===== src/rtl/store_unit_pkg.sv =====
// rtl/store_unit_pkg.sv - opcode/size constants, bus FSM states and store lane formatting
// Purpose: shared definitions for the MEM-stage store path.
// Contents: store opcodes, bus size encodings, bus FSM state type,
//           lane-formatting result type and helper functions.
package store_unit_pkg;

    localparam logic [5:0] OP_SB = 6'b101000;
    localparam logic [5:0] OP_SH = 6'b101001;
    localparam logic [5:0] OP_SW = 6'b101011;

    localparam logic [1:0] SIZE_B = 2'd0;
    localparam logic [1:0] SIZE_H = 2'd1;
    localparam logic [1:0] SIZE_W = 2'd2;

    typedef enum logic [1:0] {
        S_IDLE = 2'd0,
        S_REQ  = 2'd1,
        S_WAIT = 2'd2
    } bus_state_t;

    typedef struct packed {
        logic [31:0] wdata;
        logic [3:0]  wstrb;
        logic [1:0]  size;
    } lane_fmt_t;

    function automatic logic is_store(input logic [5:0] op);
        return (op == OP_SB) || (op == OP_SH) || (op == OP_SW);
    endfunction

    // Replicate the store data across every lane it could land in, so the
    // memory only has to honour the strobe.
    function automatic lane_fmt_t format_store(input logic [5:0]  op,
                                               input logic [1:0]  lo,
                                               input logic [31:0] wd);
        lane_fmt_t f;
        f.wdata = wd;
        f.wstrb = 4'b1111;
        f.size  = SIZE_W;
        case (op)
            OP_SB: begin
                f.wdata = {4{wd[7:0]}};
                f.wstrb = 4'b0001 << lo;
                f.size  = SIZE_B;
            end
            OP_SH: begin
                f.wdata = {2{wd[15:0]}};
                f.wstrb = lo[1] ? 4'b1100 : 4'b0011;
                f.size  = SIZE_H;
            end
            default: ;
        endcase
        return f;
    endfunction

endpackage


===== src/rtl/store_fifo.sv =====
// rtl/store_fifo.sv - synchronous store FIFO with count, full and empty flags
// Purpose: holds accepted stores until the bus drains them.
// Ports:
//   clk, resetn         clock, asynchronous active-low reset
//   i_push, i_data      write request and entry
//   i_pop               remove head entry
//   o_head              current head entry
//   o_count             number of valid entries (0..DEPTH)
//   o_full, o_empty     occupancy flags
module store_fifo #(
    parameter int DEPTH = 2,
    parameter int W     = 70
) (
    input  logic                     clk,
    input  logic                     resetn,
    input  logic                     i_push,
    input  logic [W-1:0]             i_data,
    input  logic                     i_pop,
    output logic [W-1:0]             o_head,
    output logic [$clog2(DEPTH):0]   o_count,
    output logic                     o_full,
    output logic                     o_empty
);
    localparam int PW = $clog2(DEPTH);
    localparam int CW = PW + 1;

    logic [W-1:0]  r_mem [DEPTH];
    logic [PW-1:0] r_wr_ptr;
    logic [PW-1:0] r_rd_ptr;
    logic [CW-1:0] r_count;
    logic          w_do_push;
    logic          w_do_pop;

    assign o_full    = (r_count == CW'(DEPTH));
    assign o_empty   = (r_count == '0);
    assign o_count   = r_count;
    assign o_head    = r_mem[r_rd_ptr];
    assign w_do_push = i_push & ~o_full;
    assign w_do_pop  = i_pop & ~o_empty;

    // DEPTH is a power of two, so pointers wrap by natural overflow.
    always_ff @(posedge clk or negedge resetn) begin
        if (!resetn) begin
            r_wr_ptr <= '0;
            r_rd_ptr <= '0;
            r_count  <= '0;
        end else begin
            if (w_do_push) r_wr_ptr <= r_wr_ptr + PW'(1);
            if (w_do_pop)  r_rd_ptr <= r_rd_ptr + PW'(1);
            case ({w_do_push, w_do_pop})
                2'b10:   r_count <= r_count + CW'(1);
                2'b01:   r_count <= r_count - CW'(1);
                default: r_count <= r_count;
            endcase
        end
    end

    always_ff @(posedge clk) begin
        if (w_do_push) r_mem[r_wr_ptr] <= i_data;
    end

endmodule


===== src/rtl/store_unit.sv =====
// rtl/store_unit.sv - MEM-stage store formatting, address check, store queue and bus drain
// Purpose: turns SB/SH/SW into lane-replicated data plus strobes, flags
//          misaligned stores, queues good stores and drains them over a
//          req/addr_ok/data_ok bus.
// Ports:
//   clk, resetn                      clock, asynchronous active-low reset
//   memwriteM, opM, aluoutM,
//   writedataM, flushM               M-stage store request
//   adesM, badvaddrM                 store address error and faulting address
//   stall_storeM                     queue full with a live store in M
//   store_pending                    queue non-empty or bus busy
//   data_req .. data_wstrb           bus request fields
//   data_addr_ok, data_data_ok       bus handshake
module store_unit
    import store_unit_pkg::*;
#(
    parameter int DEPTH = 2,
    parameter int AW    = 32
) (
    input  logic          clk,
    input  logic          resetn,
    input  logic          memwriteM,
    input  logic [5:0]    opM,
    input  logic [AW-1:0] aluoutM,
    input  logic [31:0]   writedataM,
    input  logic          flushM,
    output logic          adesM,
    output logic [AW-1:0] badvaddrM,
    output logic          stall_storeM,
    output logic          store_pending,
    output logic          data_req,
    output logic          data_wr,
    output logic [1:0]    data_size,
    output logic [AW-1:0] data_addr,
    output logic [31:0]   data_wdata,
    output logic [3:0]    data_wstrb,
    input  logic          data_addr_ok,
    input  logic          data_data_ok
);
    localparam int EW = AW + 38;
    localparam int CW = $clog2(DEPTH) + 1;

    lane_fmt_t     w_fmt;
    logic          w_misaligned;
    logic          w_push;
    logic          w_pop;
    logic          w_full;
    logic          w_empty;
    logic [CW-1:0] w_count;
    logic [EW-1:0] w_head;
    logic [EW-1:0] w_bus;
    bus_state_t    r_state;
    bus_state_t    w_next;

    assign w_fmt        = format_store(opM, aluoutM[1:0], writedataM);
    assign w_misaligned = ((opM == OP_SH) & aluoutM[0]) |
                          ((opM == OP_SW) & (aluoutM[1:0] != 2'b00));

    assign adesM        = memwriteM & ~flushM & w_misaligned;
    assign badvaddrM    = adesM ? aluoutM : '0;
    assign stall_storeM = memwriteM & ~flushM & w_full;

    assign w_push = memwriteM & is_store(opM) & ~flushM & ~w_misaligned & ~w_full;
    assign w_pop  = (r_state == S_WAIT) & data_data_ok;

    store_fifo #(
        .DEPTH (DEPTH),
        .W     (EW)
    ) u_fifo (
        .clk     (clk),
        .resetn  (resetn),
        .i_push  (w_push),
        .i_data  ({aluoutM, w_fmt.wdata, w_fmt.wstrb, w_fmt.size}),
        .i_pop   (w_pop),
        .o_head  (w_head),
        .o_count (w_count),
        .o_full  (w_full),
        .o_empty (w_empty)
    );

    always_ff @(posedge clk or negedge resetn) begin
        if (!resetn) r_state <= S_IDLE;
        else         r_state <= w_next;
    end

    // IDLE looks at the incoming push so a store into an empty queue is
    // requested on the very next cycle.
    always_comb begin
        w_next = r_state;
        case (r_state)
            S_IDLE: if (!w_empty || w_push) w_next = S_REQ;
            S_REQ:  if (data_addr_ok)       w_next = S_WAIT;
            S_WAIT: if (data_data_ok)
                        w_next = ((w_count > CW'(1)) || w_push) ? S_REQ : S_IDLE;
            default: w_next = S_IDLE;
        endcase
    end

    // Bus fields come straight from the head; zero when nothing is queued
    // so reset leaves the bus quiet.
    assign w_bus = w_empty ? '0 : w_head;
    assign {data_addr, data_wdata, data_wstrb, data_size} = w_bus;

    assign data_req      = (r_state == S_REQ);
    assign data_wr       = 1'b1;
    assign store_pending = ~w_empty | (r_state != S_IDLE);

    // A write completion can only belong to the one outstanding transaction.
    a_data_ok_in_wait: assert property (@(posedge clk) disable iff (!resetn)
        data_data_ok |-> (r_state == S_WAIT));

endmodule


===== config.mk =====
export PLATFORM = sky130hd
export DESIGN_NAME = store_unit
export DESIGN_NICKNAME = d
export VERILOG_FILES = /design/src/rtl/store_unit_pkg.sv /design/src/rtl/store_fifo.sv /design/src/rtl/store_unit.sv
export SDC_FILE = /design/constraint.sdc
export NUM_CORES = 1
export LEC_CHECK = 0
export ABC_CLOCK_PERIOD_IN_PS = 5000
export CORE_MARGIN = 2
export CORE_UTILIZATION = 43
export DETAILED_ROUTE_END_ITERATION = 8
export PLACE_DENSITY_LB_ADDON = 0.12
export SLEW_MARGIN = 20
export SYNTH_ARGS = -nofsm -noshare
export SYNTH_HDL_FRONTEND = slang
export SYNTH_SLANG_ARGS = --single-unit

===== constraint.sdc =====
create_clock -name clk -period 5 [get_ports clk]
set_input_delay 1.25 -clock clk [delete_from_list [all_inputs] [get_ports clk]]
set_output_delay 1.25 -clock clk [all_outputs]
set_load 0.02 [all_outputs]

==> out/results.txt, run 1 <==
CP endpoint kind - primary output
worst-case reg-to-reg path depth - 6
post_cts resized - 0
count of state elements after synthesis - 146
CTS Hold Buffers Added - 0
count of cell types in the netlist - 29
# diodes - 0
layout cells sized above 1 - 12.7%
Crit path max-delay family - buffers and inverters
xor and xnor area share after synthesis - 0.553%
drt wl/cell - 16.3 µm
RSZ-0062 raised after global routing - no
Sw Share - 30.9%
leakage - 3.30 nW
clk sinks - 146
final hold vios - 0
Power per Cell Area - 493 mW/mm²
crit-path max cell delay - 610 ps
part of the power in registers - 33.0%
# IOs - 183
Max Cap Viol - 0
Synthesis Warnings - 0
Reg area - 0.00436 mm²
port bufs - 181
internal cell power - 3.07 mW
Slew Viols, Final - 0
Max clock buf depth - 2
Post-Synth Adder-Cell Area - 0.789%
portion of netlist area occupied by mux cells - 16.7%
endpoints failing setup - 0
global-route wire length before repair - 20400 µm
via count - 3925
root buf cell - clkbuf_16
Synth Area in Simple Gates - 9.87%
crit path kind - primary input to primary output
Post-synth EDFFs - 140
PnR Total Power - 4.45 mW
Hold Path Depth - 1
die span in x - 125 µm
fin nets - 689
total grt overflow - 0
Reg clk slew, reported paths - 50 ps
VDD IR-drop max - 0.000241 V
Global Route Usage Sum - 17.0%
initial antenna violation count - 0
crit-path cells - clkdlybuf4s50_1, nand4bb_4, nor4b_4, buf_4, and2_1, clkdlybuf4s50_1
clock share of power - 30.9%
fin area - 0.00902 mm²
num rows - 44
antenna viol nets, final - 0
worst path bufs/invs - 3
mapped cell area - 0.00634 mm²
TritonCTS Buffers - 17
Mean Syn Cell Area - 15.0 µm²
Layout Utilization - 62.3%
Critical Path Fanout Max - 32
worst slack at placement - 395 ps
DR pass1 iterations - 4
Sw Pwr - 1.38 mW
1st-iter DRT viols - 173
most frequent CP cell - clkdlybuf4s50_1
highest clock rate - 0.218 GHz
die height - 125 µm
DRC - 0
CTS tree - built
most frequent cells in the layout - clkdlybuf4s50_1, edfxtp_1, nor2_1
initial core utilization - 43.8%
worst slew pin tran - 831 ps
Core Region - 0.0145 mm²
Net Count, Synth - 503
synthesized instance count - 423
final setup margin - 405 ps
WL final - 13200 µm
Slew Limit Headroom - 44.6%
hold path startpoint - u_fifo.o_count[0]
Die Area - 0.0157 mm²
DP Area - 0.00838 mm²
register area share after synthesis - 68.7%
Skew-Pair Late Insertion Delay - 410 ps
leading cell type in the layout, fill and taps excluded - clkdlybuf4s50_1
DP Wirelength - 8500 µm
final worst-path cycle share - 91.9%
FFs w/ async S/R, synth - 4.11%
Main synth FF type - edfxtp_1
Synth Area in Compound Gates - 1.09%
Vias/cell - 4.88
slowest stage cell on the critical path - clkdlybuf4s50_1
largest net degree at the start of global routing - 40
Endpoint, Worst Hold - u_fifo.o_count[0]
Setup crit start kind - primary input
Setup Fix Bufs, Post-CTS - 0
Tmin final - 4590 ps
final RePlAce weighted congestion - 0.723
reg2reg end - u_fifo.r_mem[0][38]
largest family of logic cells by synthesized area - multiplexers
DP Cell Count - 774
status - finished, final reports clean
clock skew - 4.93 ps
worst hold path type - flop to flop
Gate power share - 36.1%
WP data arrival - 3340 ps
origin of the critical flop-to-flop path - u_fifo.o_count[0]
vias in the first global route - 4038
area grow syn2layout - 42.3%
worst path required time - 3750 ps
H-tree levels - 4
Cell Count, Final, Fillers Out - 805
r2r setup slk - 2670 ps
Multi-input gate area - 0.00186 mm²
fillcell total - 1149
## synth_stat cells, types with 2 or more instances
master,instances,area share (%)
and2_1,32,3.2
a21oi_1,2,0.16
nor2b_1,3,0.30
mux2i_1,70,11
nor2_1,76,4.5
buf_4,3,0.36
o21ai_0,8,0.63
nand2_1,3,0.18
clkbuf_1,9,0.53
dfrtp_1,6,2.4
buf_2,10,0.79
nand2b_1,3,0.30
xnor2_1,3,0.41
mux2_2,32,5.7
edfxtp_1,140,66
ha_1,4,0.79
inv_1,7,0.41
## worst register-to-register path, stage by stage, from the launching register on
cell      delay (ps)
dfrtp_1          380
inv_1             80
ha_1             220
a21o_1           150
a2111o_1         530
nor2_4           130
buf_4            460
## layer usage
metal | GRT usage [%] | routed length (µm) | up-vias
li1 | - | - | 1901
met1 | 20.6 | 5690 | 1873
met2 | 28.0 | 6430 | 135
met3 | 5.61 | 847 | 16
met4 | 6.67 | 195 | 0
met5 | 0 | 0 | -
## cell type report
type	count	share of cell area, %
multi-input combinational	246	20.7
tap	184	2.55
timing repair buffer	191	21.1
clock inverter	13	2.39
clock buffer	18	4.76
sequential	146	48.3
inverter	7	0.291
## per-stage QoR
stage	hold WS, ps	setup TNS, ps
after global placement	492	0
after global routing	555	0
after CTS	513	0
after floorplan	468	-63400
final	510	0
after detailed placement	501	0
## state kept, by name, summed over array words and instances, names as in the netlist
signal           cells
u_fifo.r_mem       140
r_state              2
u_fifo.o_count       2
u_fifo.r_rd_ptr      1
u_fifo.r_wr_ptr      1
## worst max-delay path by stage
stage                                    end    from  cells past startpoint  slack (ps)
after floorplan           u_fifo.r_mem[0][0]  opM[0]                      4        -450
after global placement          badvaddrM[2]  opM[2]                      6         460
after detailed placement        badvaddrM[9]  opM[5]                      6         400
after CTS                       badvaddrM[2]  opM[5]                      6         390
after global routing           badvaddrM[26]  opM[5]                      6         280
final                           badvaddrM[9]  opM[5]                      6         410
## logic make-up after synthesis
family                   Yosys count
AND/OR/NAND/NOR                  123
AO/OA/AOI/OAI                     12
multiplexers                     102
other                              1
adder cells (fa/ha/maj)            4
buffers and inverters             31
XOR/XNOR                           4
flip-flops                       146
## power by group through the flow
stage	sequential, mW	clock (mW)	combinational [mW]
after detailed placement	1.50	0	1.63
after floorplan	1.41	0	0.963
after global routing	1.48	1.45	1.71
final	1.47	1.38	1.61
after global placement	1.49	0	1.62
after CTS	1.47	1.40	1.63
Note: power is estimated with default switching activity, not from simulation.
==> inputs of run 2 (changes only) <==
- CORE_ASPECT_RATIO: default -> 2
- SKIP_LAST_GASP: default -> 1
==> out/results.txt, run 2 (synthesis results as in run 1) <==
RSZ-0062 raised after global routing - no
Slew Limit Headroom - 32.4%
layout cells sized above 1 - 12.4%
endpoints failing setup - 0
DP Area - 0.00840 mm²
Power per Cell Area - 485 mW/mm²
Setup crit start kind - primary input
final hold vios - 0
TritonCTS Buffers - 17
clk sinks - 146
die height - 176 µm
Die Area - 0.0158 mm²
Setup Fix Bufs, Post-CTS - 0
Max clock buf depth - 2
CTS tree - built
area grow syn2layout - 41.8%
Reg clk slew, reported paths - 50 ps
num rows - 62
Slew Viols, Final - 0
final worst-path cycle share - 93.7%
port bufs - 181
Max Cap Viol - 0
CP endpoint kind - primary output
status - finished, final reports clean
DRC - 0
initial core utilization - 43.9%
die span in x - 89.9 µm
initial antenna violation count - 0
# diodes - 0
Worst Hold Slack - 538 ps
DP Cell Count - 783
WP data arrival - 3430 ps
worst slew pin tran - 1010 ps
crit path kind - primary input to primary output
vias in the first global route - 4253
# IOs - 183
leading cell type in the layout, fill and taps excluded - clkdlybuf4s50_1
1st-iter DRT viols - 184
Global Route Usage Sum - 18.8%
most frequent cells in the layout - clkdlybuf4s50_1, edfxtp_1, nor2_1
leakage - 3.27 nW
global-route wire length before repair - 22300 µm
via count - 4002
Core Region - 0.0144 mm²
setup TNS - 0 ps
max reg flops - 140
CTS Hold Buffers Added - 0
root buf cell - clkbuf_16
WL final - 14700 µm
H-tree levels - 4
Critical Path Fanout Max - 32
Skew-Pair Late Insertion Delay - 410 ps
clock skew - 5.28 ps
worst hold path type - flop to flop
Vias/cell - 4.92
worst path required time - 3750 ps
largest net degree at the start of global routing - 47
antenna viol nets, final - 0
DR pass1 iterations - 4
fin nets - 690
post_cts resized - 0
PnR Total Power - 4.36 mW
largest register by flop count - u_fifo.r_mem
Cell Count, Final, Fillers Out - 813
VDD IR-drop max - 0.000394 V
total grt overflow - 0
final RePlAce weighted congestion - 0.769
fin area - 0.00899 mm²
DP Wirelength - 10200 µm
drt wl/cell - 18.0 µm
highest clock rate - 0.213 GHz
Tmin final - 4680 ps
run 2: cell count changes in the layout (fill, tap and decap cells not counted), sizes merged:
cell	previous run	this run
bufinv	6	4
clkinv	6	5
clkinvlp	1	4
clkbuf	18	17
buf	10	11
run 2: power by group:
part           internal [mW]  total, mW  switching [mW]
clock                  0.819       1.28           0.458
sequential              1.37       1.45          0.0851
combinational          0.780       1.63           0.849
run 2: final timing paths:
kind / from / to / slack, ps / cells past startpoint
setup reg to reg: u_fifo.o_count[0] / u_fifo.r_mem[0][6] / 2470 / 6
min in group asynchronous: resetn / u_fifo.r_rd_ptr / 1090 / 1
hold reg to reg: u_fifo.o_count[0] / u_fifo.o_count[0] / 540 / 1
hold / removal: u_fifo.o_count[0] / u_fifo.o_count[0] / 540 / 1
setup / recovery: opM[2] / badvaddrM[17] / 320 / 6
max in group asynchronous: resetn / u_fifo.r_rd_ptr / 3660 / 1
run 2: per-stage QoR:
step           setup WS [ps]  utilization, %
2_1_floorplan           -453               -
3_3_place_gp             385            58.2
3_5_place_dp             300            58.2
4_1_cts                  300            62.3
5_1_grt                  253            62.3
6_report                 316            62.3
run 2: final cells by class:
type / instances / area, µm²
fillers: 1166 / 5440
repair buffers: 192 / 1910
multi-input cells: 246 / 1860
well taps: 192 / 240
flip-flops and latches: 146 / 4360
clock buffers: 17 / 425
inverters: 7 / 26.3
clock inverters: 13 / 169
run 2: routing by layer:
layer	global-route usage [%]	vias up	part of all wire [%]
met5	0	-	0
met4	7.44	0	1.4
met3	5.15	11	5.4
met2	37.6	140	59
met1	17.7	1947	35
li1	-	1904	-
run 2: critical path, cell delays in order:
cell and delay [ps]:
clkdlybuf4s50_1 410, nand4bb_4 300, nor4b_4 330, buf_4 340, and2_1 180, clkdlybuf4s50_1 610
==> inputs of run 3 (changes only) <==
- SLEW_MARGIN: 20 -> 15
==> results of run 3 <==
Final layout, timing and power as in run 2 (identical DEF).
